File: config.mk
export PLATFORM = sky130hd
export DESIGN_NAME = phase_sweep
export DESIGN_NICKNAME = d
export VERILOG_FILES = /design/src/rtl/phase_pkg.sv /design/src/rtl/phase_wrap.sv /design/src/rtl/phase_sweep.sv
export SDC_FILE = /design/constraint.sdc
export NUM_CORES = 1
export LEC_CHECK = 0
export BUFFER_PORTS_ARGS = -buffer_cell sky130_fd_sc_hd__buf_2
export CORE_ASPECT_RATIO = 0.5
export CORE_MARGIN = 1
export CORE_UTILIZATION = 55
export CTS_BUF_LIST = sky130_fd_sc_hd__clkbuf_8
export DETAILED_ROUTE_END_ITERATION = 7
export PLACE_DENSITY_LB_ADDON = 0.15
export SLEW_MARGIN = 20
export SYNTH_ARGS = -nofsm -noshare
export SYNTH_HDL_FRONTEND = slang
export SYNTH_SLANG_ARGS = --single-unit
File: constraint.sdc
create_clock -name clk -period 5.5 [get_ports clk]
set_clock_uncertainty 0.1 [all_clocks]
set_input_delay 0.275 -clock clk [delete_from_list [all_inputs] [get_ports clk]]
set_output_delay 0.275 -clock clk [all_outputs]
set_load 0.01 [all_outputs]
File: src/rtl/phase_pkg.sv
// Shared constants and state encoding for the phase generators feeding the sincos CORDIC.
// Fixed-point pi values are derived from a 32-fraction-bit pi so any AW/PW up to 35 works.
package phase_pkg;

    typedef enum logic [1:0] {
        IDLE = 2'd0,
        RUN  = 2'd1,
        DONE = 2'd2
    } state_t;

    // floor(pi * 2^32)
    localparam longint PI_Q32 = 64'd13493037704;

    // floor(pi * 2^(w-3)) for a 1.2.(w-3) radian word
    function automatic longint pi_fx(input int w);
        return PI_Q32 >>> (35 - w);
    endfunction

    function automatic longint two_pi_fx(input int w);
        return 2 * pi_fx(w);
    endfunction

    function automatic longint pi_out(input int w);
        return pi_fx(w);
    endfunction

endpackage

File: src/rtl/phase_wrap.sv
// Phase accumulator adder: a + b folded back into [-pi, pi) with one 2*pi correction.
// Inputs must satisfy |a| <= pi and |b| <= pi so a single correction is enough.
module phase_wrap
    import phase_pkg::*;
#(
    parameter int AW = 16
) (
    input  logic signed [AW-1:0] a,
    input  logic signed [AW-1:0] b,
    output logic signed [AW-1:0] y
);

    localparam longint PI_L  = pi_fx(AW);
    localparam longint TWO_L = two_pi_fx(AW);
    localparam logic signed [AW:0]   PI_X  = PI_L[AW:0];
    localparam logic signed [AW:0]   NPI_X = -PI_X;
    localparam logic signed [AW-1:0] TWO_W = TWO_L[AW-1:0];

    logic signed [AW:0] s;

    // The range decision needs the extra bit; the corrected sum itself fits AW bits,
    // so the correction is applied modulo 2^AW.
    always_comb begin
        s = {a[AW-1], a} + {b[AW-1], b};
        if (s >= PI_X)
            y = a + b - TWO_W;
        else if (s < NPI_X)
            y = a + b + TWO_W;
        else
            y = a + b;
    end

endmodule

File: src/rtl/phase_sweep.sv
// Chirped phase sweep generator: emits wrapped 1.2.(PW-3) phase words with a valid strobe.
// The start edge itself emits sample 0, so the first valid appears the cycle after start.
module phase_sweep
    import phase_pkg::*;
#(
    parameter int PW = 8,
    parameter int AW = 16,
    parameter int CW = 16,
    parameter int DW = 8
) (
    input  logic                 clk,
    input  logic                 rst,
    input  logic                 start,
    input  logic                 stop,
    input  logic signed [AW-1:0] step,
    input  logic signed [AW-1:0] chirp,
    input  logic [CW-1:0]        count,
    input  logic [DW-1:0]        div,
    output logic signed [PW-1:0] phase,
    output logic                 phase_valid,
    output logic                 busy,
    output logic                 done
);

    localparam longint PI_L = pi_fx(AW);
    localparam longint PO_L = pi_out(PW);
    localparam logic signed [AW:0]   PI_X  = PI_L[AW:0];
    localparam logic signed [AW:0]   NPI_X = -PI_X;
    localparam logic signed [AW-1:0] PO_X  = PO_L[AW-1:0];
    localparam logic signed [AW-1:0] NPO_X = -PO_X;

    state_t state, state_nx;

    logic signed [AW-1:0] acc, cur_step, chirp_q;
    logic [CW-1:0]        count_q, smp;
    logic [DW-1:0]        div_q, divcnt;

    logic                 launch, tick, emit, last;
    logic signed [AW-1:0] src_acc, src_step, src_chirp, acc_nx, step_nx, sh;
    logic [CW-1:0]        src_smp, src_cnt, smp_nx;
    logic [DW-1:0]        src_div;
    logic signed [PW-1:0] phase_nx;

    function automatic logic signed [AW-1:0] clamp_step(input logic signed [AW:0] v);
        if (v > PI_X)
            return PI_X[AW-1:0];
        else if (v < NPI_X)
            return NPI_X[AW-1:0];
        else
            return v[AW-1:0];
    endfunction

    // A launch acts like a tick on freshly latched values, so one datapath serves both.
    always_comb begin
        launch    = (state == IDLE) && start && !stop && !done;
        tick      = (state == RUN) && (divcnt == '0) && !stop;
        emit      = launch || tick;
        src_acc   = launch ? '0 : acc;
        src_step  = launch ? clamp_step({step[AW-1], step}) : cur_step;
        src_chirp = launch ? chirp : chirp_q;
        src_smp   = launch ? '0 : smp;
        src_cnt   = launch ? count : count_q;
        src_div   = launch ? div : div_q;
        smp_nx    = src_smp + 1'b1;
        last      = (src_cnt != '0) && (smp_nx == src_cnt);
        step_nx   = clamp_step({src_step[AW-1], src_step} + {src_chirp[AW-1], src_chirp});
        sh        = src_acc >>> (AW - PW);
        if (sh > PO_X)
            phase_nx = PO_X[PW-1:0];
        else if (sh < NPO_X)
            phase_nx = NPO_X[PW-1:0];
        else
            phase_nx = sh[PW-1:0];
    end

    phase_wrap #(.AW(AW)) u_wrap (
        .a (src_acc),
        .b (src_step),
        .y (acc_nx)
    );

    always_comb begin
        state_nx = state;
        case (state)
            IDLE:    if (launch) state_nx = last ? DONE : RUN;
            RUN: begin
                if (stop)
                    state_nx = IDLE;
                else if (tick && last)
                    state_nx = DONE;
            end
            DONE:    state_nx = IDLE;
            default: state_nx = IDLE;
        endcase
    end

    always_ff @(posedge clk) begin
        if (rst) begin
            state       <= IDLE;
            phase       <= '0;
            phase_valid <= 1'b0;
            busy        <= 1'b0;
            done        <= 1'b0;
            acc         <= '0;
            cur_step    <= '0;
            chirp_q     <= '0;
            count_q     <= '0;
            div_q       <= '0;
            smp         <= '0;
            divcnt      <= '0;
        end else begin
            state       <= state_nx;
            phase_valid <= emit;
            busy        <= (state_nx != IDLE);
            done        <= (state == DONE);
            if (launch) begin
                chirp_q <= chirp;
                count_q <= count;
                div_q   <= div;
            end
            if (emit) begin
                phase    <= phase_nx;
                acc      <= acc_nx;
                cur_step <= step_nx;
                smp      <= smp_nx;
                divcnt   <= src_div;
            end else if (state == RUN && !stop) begin
                divcnt   <= divcnt - 1'b1;
            end
        end
    end

endmodule

# == Yosys cells after proc, flatten, opt, wreduce, memory -nomap -nowiden ==
# Index checks and enable logic that the tools add are counted.
# totals
inputBits,60
output_inout_bits,11
wordCells,67
mem_bits_rw,0
memories,0
mem_bits_ro,0
latchBits,0
ff_bits,109
# classes
addsub,7
shifts,0
n_lt_le_gt_ge,8
mul,0
bitwise_logic,0
div_mod_pow,0
n_eq_ne,3
n_reduce_logical,16
n_mux,21
# ops
op,n
2-to-1 mux 16 bit,11
2-to-1 mux 8 bit,5
adder 16 x 16 -> 17 bit,2
less-than comparator 17 x 16 -> 1 bit (second input constant),2
>= comparator 17 x 16 -> 1 bit (second input constant),1
> comparator 17 x 16 -> 1 bit (second input constant),1
adder 16 x 1 -> 16 bit (second input constant),1
adder 16 x 15 -> 16 bit (second input constant),1
adder 16 bit,1
== test 16 bit,1
> comparator 16 bit (second input constant),1
less-than comparator 16 bit (second input constant),1
nonzero test 16 bit,1
subtractor 16 x 15 -> 16 bit (second input constant),1
> comparator 8 bit (second input constant),1
logical AND 1 bit,8
zero test 8 bit,1
less-than comparator 8 bit (second input constant),1
2-to-1 mux 2 bit,4
subtractor 8 x 1 -> 8 bit (second input constant),1
one-hot mux 2 bit (2 select lines),1
nonzero test 2 bit,2
== test 2 x 1 -> 1 bit (second input constant),1
== test 2 bit (second input constant),1
other kinds (3),4

# == Longest topological paths before layout ==
# logic_depth
ltp_word,13
mapped_depth,24
ltp_nobuf,23

# == Cells and area by module ==
# From an unflattened synthesis, not the netlist that was laid out.
# unflattened
hier_cells,1043
hier_area_um2,7870.0
# by_module_without_submodules
module,area_each_um2,seq_area_each_um2,n_inst,cells_each
phase_sweep,6206.0,2182.1,1,826
phase_wrap,1664.1,0.0,1,217

# == Worst setup path before layout ==
# OpenSTA, ideal clock, no wires.
# synth_timing
path_kind,flip-flop to flip-flop
startpoint,register done
endpoint,register acc[13]
slack_ns,0.740
setup_time_ns,0.120
synth_period_minus_slack_ns,4.760
t_arrival_ns,4.540
path_stages_with_launch,22
t_required_ns,5.280
n_path_buf,4
cell_sequence,dfxtp_1 -> nor2_1 -> nand3_1 -> clkbuf_1 -> clkbuf_1 -> buf_1 -> clkbuf_1 -> and2_1 -> ha_1 -> inv_1 -> fa_1 -> nand2b_1 -> a21oi_1 -> xor2_1 -> nand3_1 -> o31ai_1 -> a311oi_2 -> o31ai_4 -> nor2_2 -> a32oi_1 -> nor3_1 -> a211o_1
# synth_between
elab_chain_len,7
word_cells_on_any_way,13
cone_classes,4 x add/sub; 2 x order compare; 4 x mux; 3 x reduce/logical
# synth_lines
item,line_no,source
start: declaration,phase_sweep.sv:22,output logic done
start signal: assignment,phase_sweep.sv:115,done <= (state == DONE);
zero test 1 bit (*),phase_sweep.sv:55,launch = (state == IDLE) && start && !stop && !done;
logical AND 1 bit (*),phase_sweep.sv:55,
"2-to-1 mux 16 bit, on equally long branches","phase_sweep.sv:58, phase_sweep.sv:59",
adder 16 bit / adder 16 x 16 -> 17 bit (equally long branches),--,
adder 16 x 15 -> 16 bit / less-than comparator 17 x 16 -> 1 bit (equally long branches),"phase_wrap.sv:28, phase_wrap.sv:27",
2-to-1 mux 16 bit,phase_wrap.sv:27,else if (s < NPI_X)
2-to-1 mux 16 bit,phase_wrap.sv:25,if (s >= PI_X)
end signal: assignment,phase_sweep.sv:123,acc <= acc_nx;
end: declaration,phase_sweep.sv:34,"logic signed [AW-1:0] acc, cur_step, chirp_q;"
# Mark *: on every way between the ends. The rest lies on a longest branch, timed or not.
# A chain may end at the register's enable or synchronous reset.

# == Worst setup path after layout ==
# layout_timing
startpoint,register state[1]
endpoint,register acc[3]
# layout_between
elab_chain_len,9
word_cells_on_any_way,18
cone_classes,4 x add/sub; 2 x order compare; 1 x eq/ne; 4 x mux; 7 x reduce/logical
# layout_lines
item,line_no,source
start: declaration,phase_sweep.sv:32,"state_t state, state_nx;"
start signal: assignment,phase_sweep.sv:112,state <= state_nx;
zero test 2 bit,phase_sweep.sv:55,
logical AND 1 bit (3 in series),phase_sweep.sv:55,
"2-to-1 mux 16 bit, on equally long branches","phase_sweep.sv:58, phase_sweep.sv:59",
adder 16 bit / adder 16 x 16 -> 17 bit (equally long branches),--,
adder 16 x 15 -> 16 bit / less-than comparator 17 x 16 -> 1 bit (equally long branches),"phase_wrap.sv:28, phase_wrap.sv:27",
2-to-1 mux 16 bit,phase_wrap.sv:27,
2-to-1 mux 16 bit,phase_wrap.sv:25,
# Parallel ways exist; a longest one is shown, timed or not.

==> summary.md <==
| Metric | Value |
|---|---|
| Crit path top cell by count | nor2_1 |
| Syn_nets | 1,168 |
| Vias post-DR | 8,083 |
| Hold buffer count at CTS | 0 |
| Startpoint Class | flip-flop |
| Normalized max-slew margin | 35.7% |
| Post-CTS setup buffer count | 0 |
| First-pass DRT Iterations | 5 |
| Average cell area after synthesis | 7.42 µm² |
| Top FF cell, synth | dfxtp_1 |
| Hold Vio Cnt, Final | 0 |
| Grt ovf | 0 |
| DP Wirelength | 17.3 mm |
| Most frequent cells in the layout | 182 x nand2_1, 113 x nor2_1, 109 x dfxtp_1 |
| Maxcap violations | 0 |
| Area of the multi-input gates | 0.00540 mm² |
| Die area | 0.0149 mm² |
| Filler cell count | 1,297 |
| Root buffer cell | clkbuf_8 |
| Outcome | finished, final reports clean |
| Fmax achieved | 194 MHz |
| Vias in the first global route | 7,171 |
| Standard-cell rows | 30 |
| Area of placed instances | 0.00855 mm² |
| Sequential power share | 35.6% |
| CP Cell Sequence | nor2_1 > and3_2 > buf_4 > nor2_1 > nor2_1 > ha_1 > a21oi_1 > o21a_1 > mux2_1 > a211oi_1 > a32o_1 > a311oi_2 > o21ai_1 > nand2_1 > a31oi_1 > nor4_1 > a211o_1 |
| Die X | 172 µm |
| Antenna viol nets, final | 0 |
| Routed WL per cell | 17.2 µm |
| Io pins | 71 |
| Global-route wire length before repair | 35.6 mm |
| Met3 wire length | 1.65 mm |
| Slew Viols, Final | 0 |
| Endpoints failing setup | 0 |
| CP Data Required Time | 5.69 ns |
| Unrepaired setup endpoints after global routing | no |
| Warning count from the yosys run | 0 |
| Post-synthesis sequential area ratio | 27.6% |
| Gr usage total | 30.6% |
| Met2 wire len | 9.71 mm |
| Die height | 86.8 µm |
| CTS buffer count | 9 |
| Crit-path max cell delay | 0.52 ns |
| Share of the synthesized area in the top cell type | 27.6% |
| Core area | 0.0138 mm² |
| Pint | 1460 µW |
| Synth Register Bits | 109 |
| Setup TNS | 0 ns |
| Crit Path Max Fanout | 36 |
| Initial antenna violation count | 1 |
| CP Class | reg2reg |
| Crit path DAT | 5.33 ns |
| Clk_lat worst skew | 0.39 ns |
| Fraction of layout cells with a size suffix above 1 | 13.7% |
| CTS tree | built |
| GP Congestion | 0.994 |
| I/O Buffers | 70 |
| CTS Sinks | 109 |
| Min cycle time layout | 5.14 ns |
| H-tree levels | 3 |
| Initial Util | 57.3% |
| Flop2flop setup slack | 0.36 ns |
| Clock buffer depth | 2 |
| Post-synthesis cell area | 0.00792 mm² |
| Hold Path Class | in2reg |
| Sw power | 1030 µW |
| Nets | 1,227 |
| CP Capture Type | flip-flop |
| Maximum VDD drop | 0.127 mV |
| Register area | 0.00218 mm² |
| Fin area | 0.00875 mm² |
| Drt total wl | 22.7 mm |
| DRT iter0 DRCs | 608 |
| Synth async-reset ratio | 0% |
| Sw Ratio | 41.5% |
| Worst-path clk slew | 0.12 ns |
| Vias/cell | 6.11 |
| Mapped Cells | 1,067 |
| Uppermost layer routed | met4 |
| Biggest area consumer among synthesized cells | dfxtp_1 |
| Pwr/cell area | 284 mW/mm² |
| Area grow syn2layout | 10.5% |
| EDFF count, synth | 0 |
| Post-synth cell types | 91 |
| Commonest non-fill, non-tap cell in the layout | nand2_1 |
| Residual DRC | 0 |
| Met1 Wirelength | 10.8 mm |
| Top post-synthesis cells by area | dfxtp_1 28%, nand2_1 8.6%, a21oi_1 6.4% |
| Slowest CP cell | a211oi_1 |
| Least-Margin Pin Slew | 0.957 ns |
| LEAKAGE | 0.00366 µW |
| Final period utilization | 93.5% |
| Clk network pwr share | 19.8% |
| Post-CTS Resized | 0 |
| Comb pwr share | 44.6% |
| Largest net degree at the start of global routing | 77 |
==> per-layer routing <==
layer / vias to the layer above / global-route usage, %
li1: 3976 / -
met1: 3780 / 40.6
met2: 284 / 48.4
met3: 43 / 7.44
met4: 0 / 11.2
met5: - / 0
==> cell usage after synthesis (4+ instances only) <==
| library cell | number |
|---|---|
| nor3_1 | 40 |
| and3_1 | 16 |
| and2_1 | 18 |
| nor4_1 | 16 |
| nor2_1 | 114 |
| o211ai_1 | 8 |
| a211oi_2 | 4 |
| nor2b_1 | 4 |
| nand2_1 | 182 |
| inv_1 | 36 |
| a221oi_1 | 7 |
| o21ai_0 | 38 |
| nand4_1 | 14 |
| o21a_1 | 7 |
| a41oi_1 | 4 |
| a21oi_1 | 102 |
| clkbuf_1 | 36 |
| buf_2 | 7 |
| nand3_1 | 19 |
| a21o_1 | 10 |
| o31ai_1 | 12 |
| a211oi_1 | 15 |
| o22ai_1 | 6 |
| xor2_1 | 25 |
| dfxtp_1 | 109 |
| a211o_1 | 5 |
| mux2i_1 | 8 |
| or3_1 | 8 |
| or4_1 | 4 |
| a31oi_1 | 12 |
| ha_1 | 39 |
| xnor2_1 | 42 |
| buf_1 | 8 |
==> power groups by stage <==
stage	sequential (µW)	combinational (µW)	clock, µW
after floorplan	892	799	0
after CTS	884	1090	502
after detailed placement	902	1080	0
after global routing	892	1210	533
final	885	1110	494
after global placement	900	1070	0
==> registers in the layout, summed over array words and instances, names as in the netlist <==
register	cells
acc	16
chirp_q	16
count_q	16
cur_step	16
smp	16
div_q	8
divcnt	8
phase	8
state	2
busy	1
done	1
phase_valid	1
==> through the flow <==
| stage | instances | total power [µW] | hold slack (ns) | setup slack [ns] | util, % |
|---|---|---|---|---|---|
| floorplan | 1067 | 1690 | 0.307 | 0.740 | - |
| global route | 1322 | 2640 | 0.0186 | 0.0548 | 63.3 |
| global placement | 1307 | 1970 | 0.324 | 0.0803 | 61.9 |
| detailed placement | 1307 | 1990 | 0.329 | 0.0108 | 61.9 |
| finish | 1323 | 2490 | 0.0263 | 0.357 | 63.4 |
| CTS | 1322 | 2480 | 0.0144 | 0.424 | 63.3 |
==> cell families after synthesis <==
group           count (synthesis)  synth area share [%]
mux                             9                  1.15
fa+ha+maj                      41                  6.67
compound gates                296                  26.3
xor+xnor                       69                  7.82
simple gates                  453                  26.0
flops                         109                  27.6
buf+inv                        90                  4.52
==> layout make-up <==
cell class                 instances  area share, %
antenna                            1         0.0286
sequential                       109           24.9
clock buffer                      10           1.57
clock inverter                     5          0.643
inverter                          37           1.59
timing repair buffer             101           6.81
tap                              192           2.75
multi-input combinational        868           61.7
==> final timing paths <==
path / start / to / depth (start not counted)
max reg2reg: state[1] / acc[3] / 17
min: count[6] / count_q[6] / 3
min reg2reg: state[0] / done / 1
max: state[1] / acc[3] / 17
==> critical path: cells and delay by family (launching register included) <==
family	cells	cell delay, ns
AO/OA/AOI/OAI	8	2.20
AND/OR/NAND/NOR	6	1.21
buffers and inverters	1	0.43
multiplexers	1	0.38
adder cells (fa/ha/maj)	1	0.37
flip-flops	1	0.34
(Power assumes the default switching activity.)
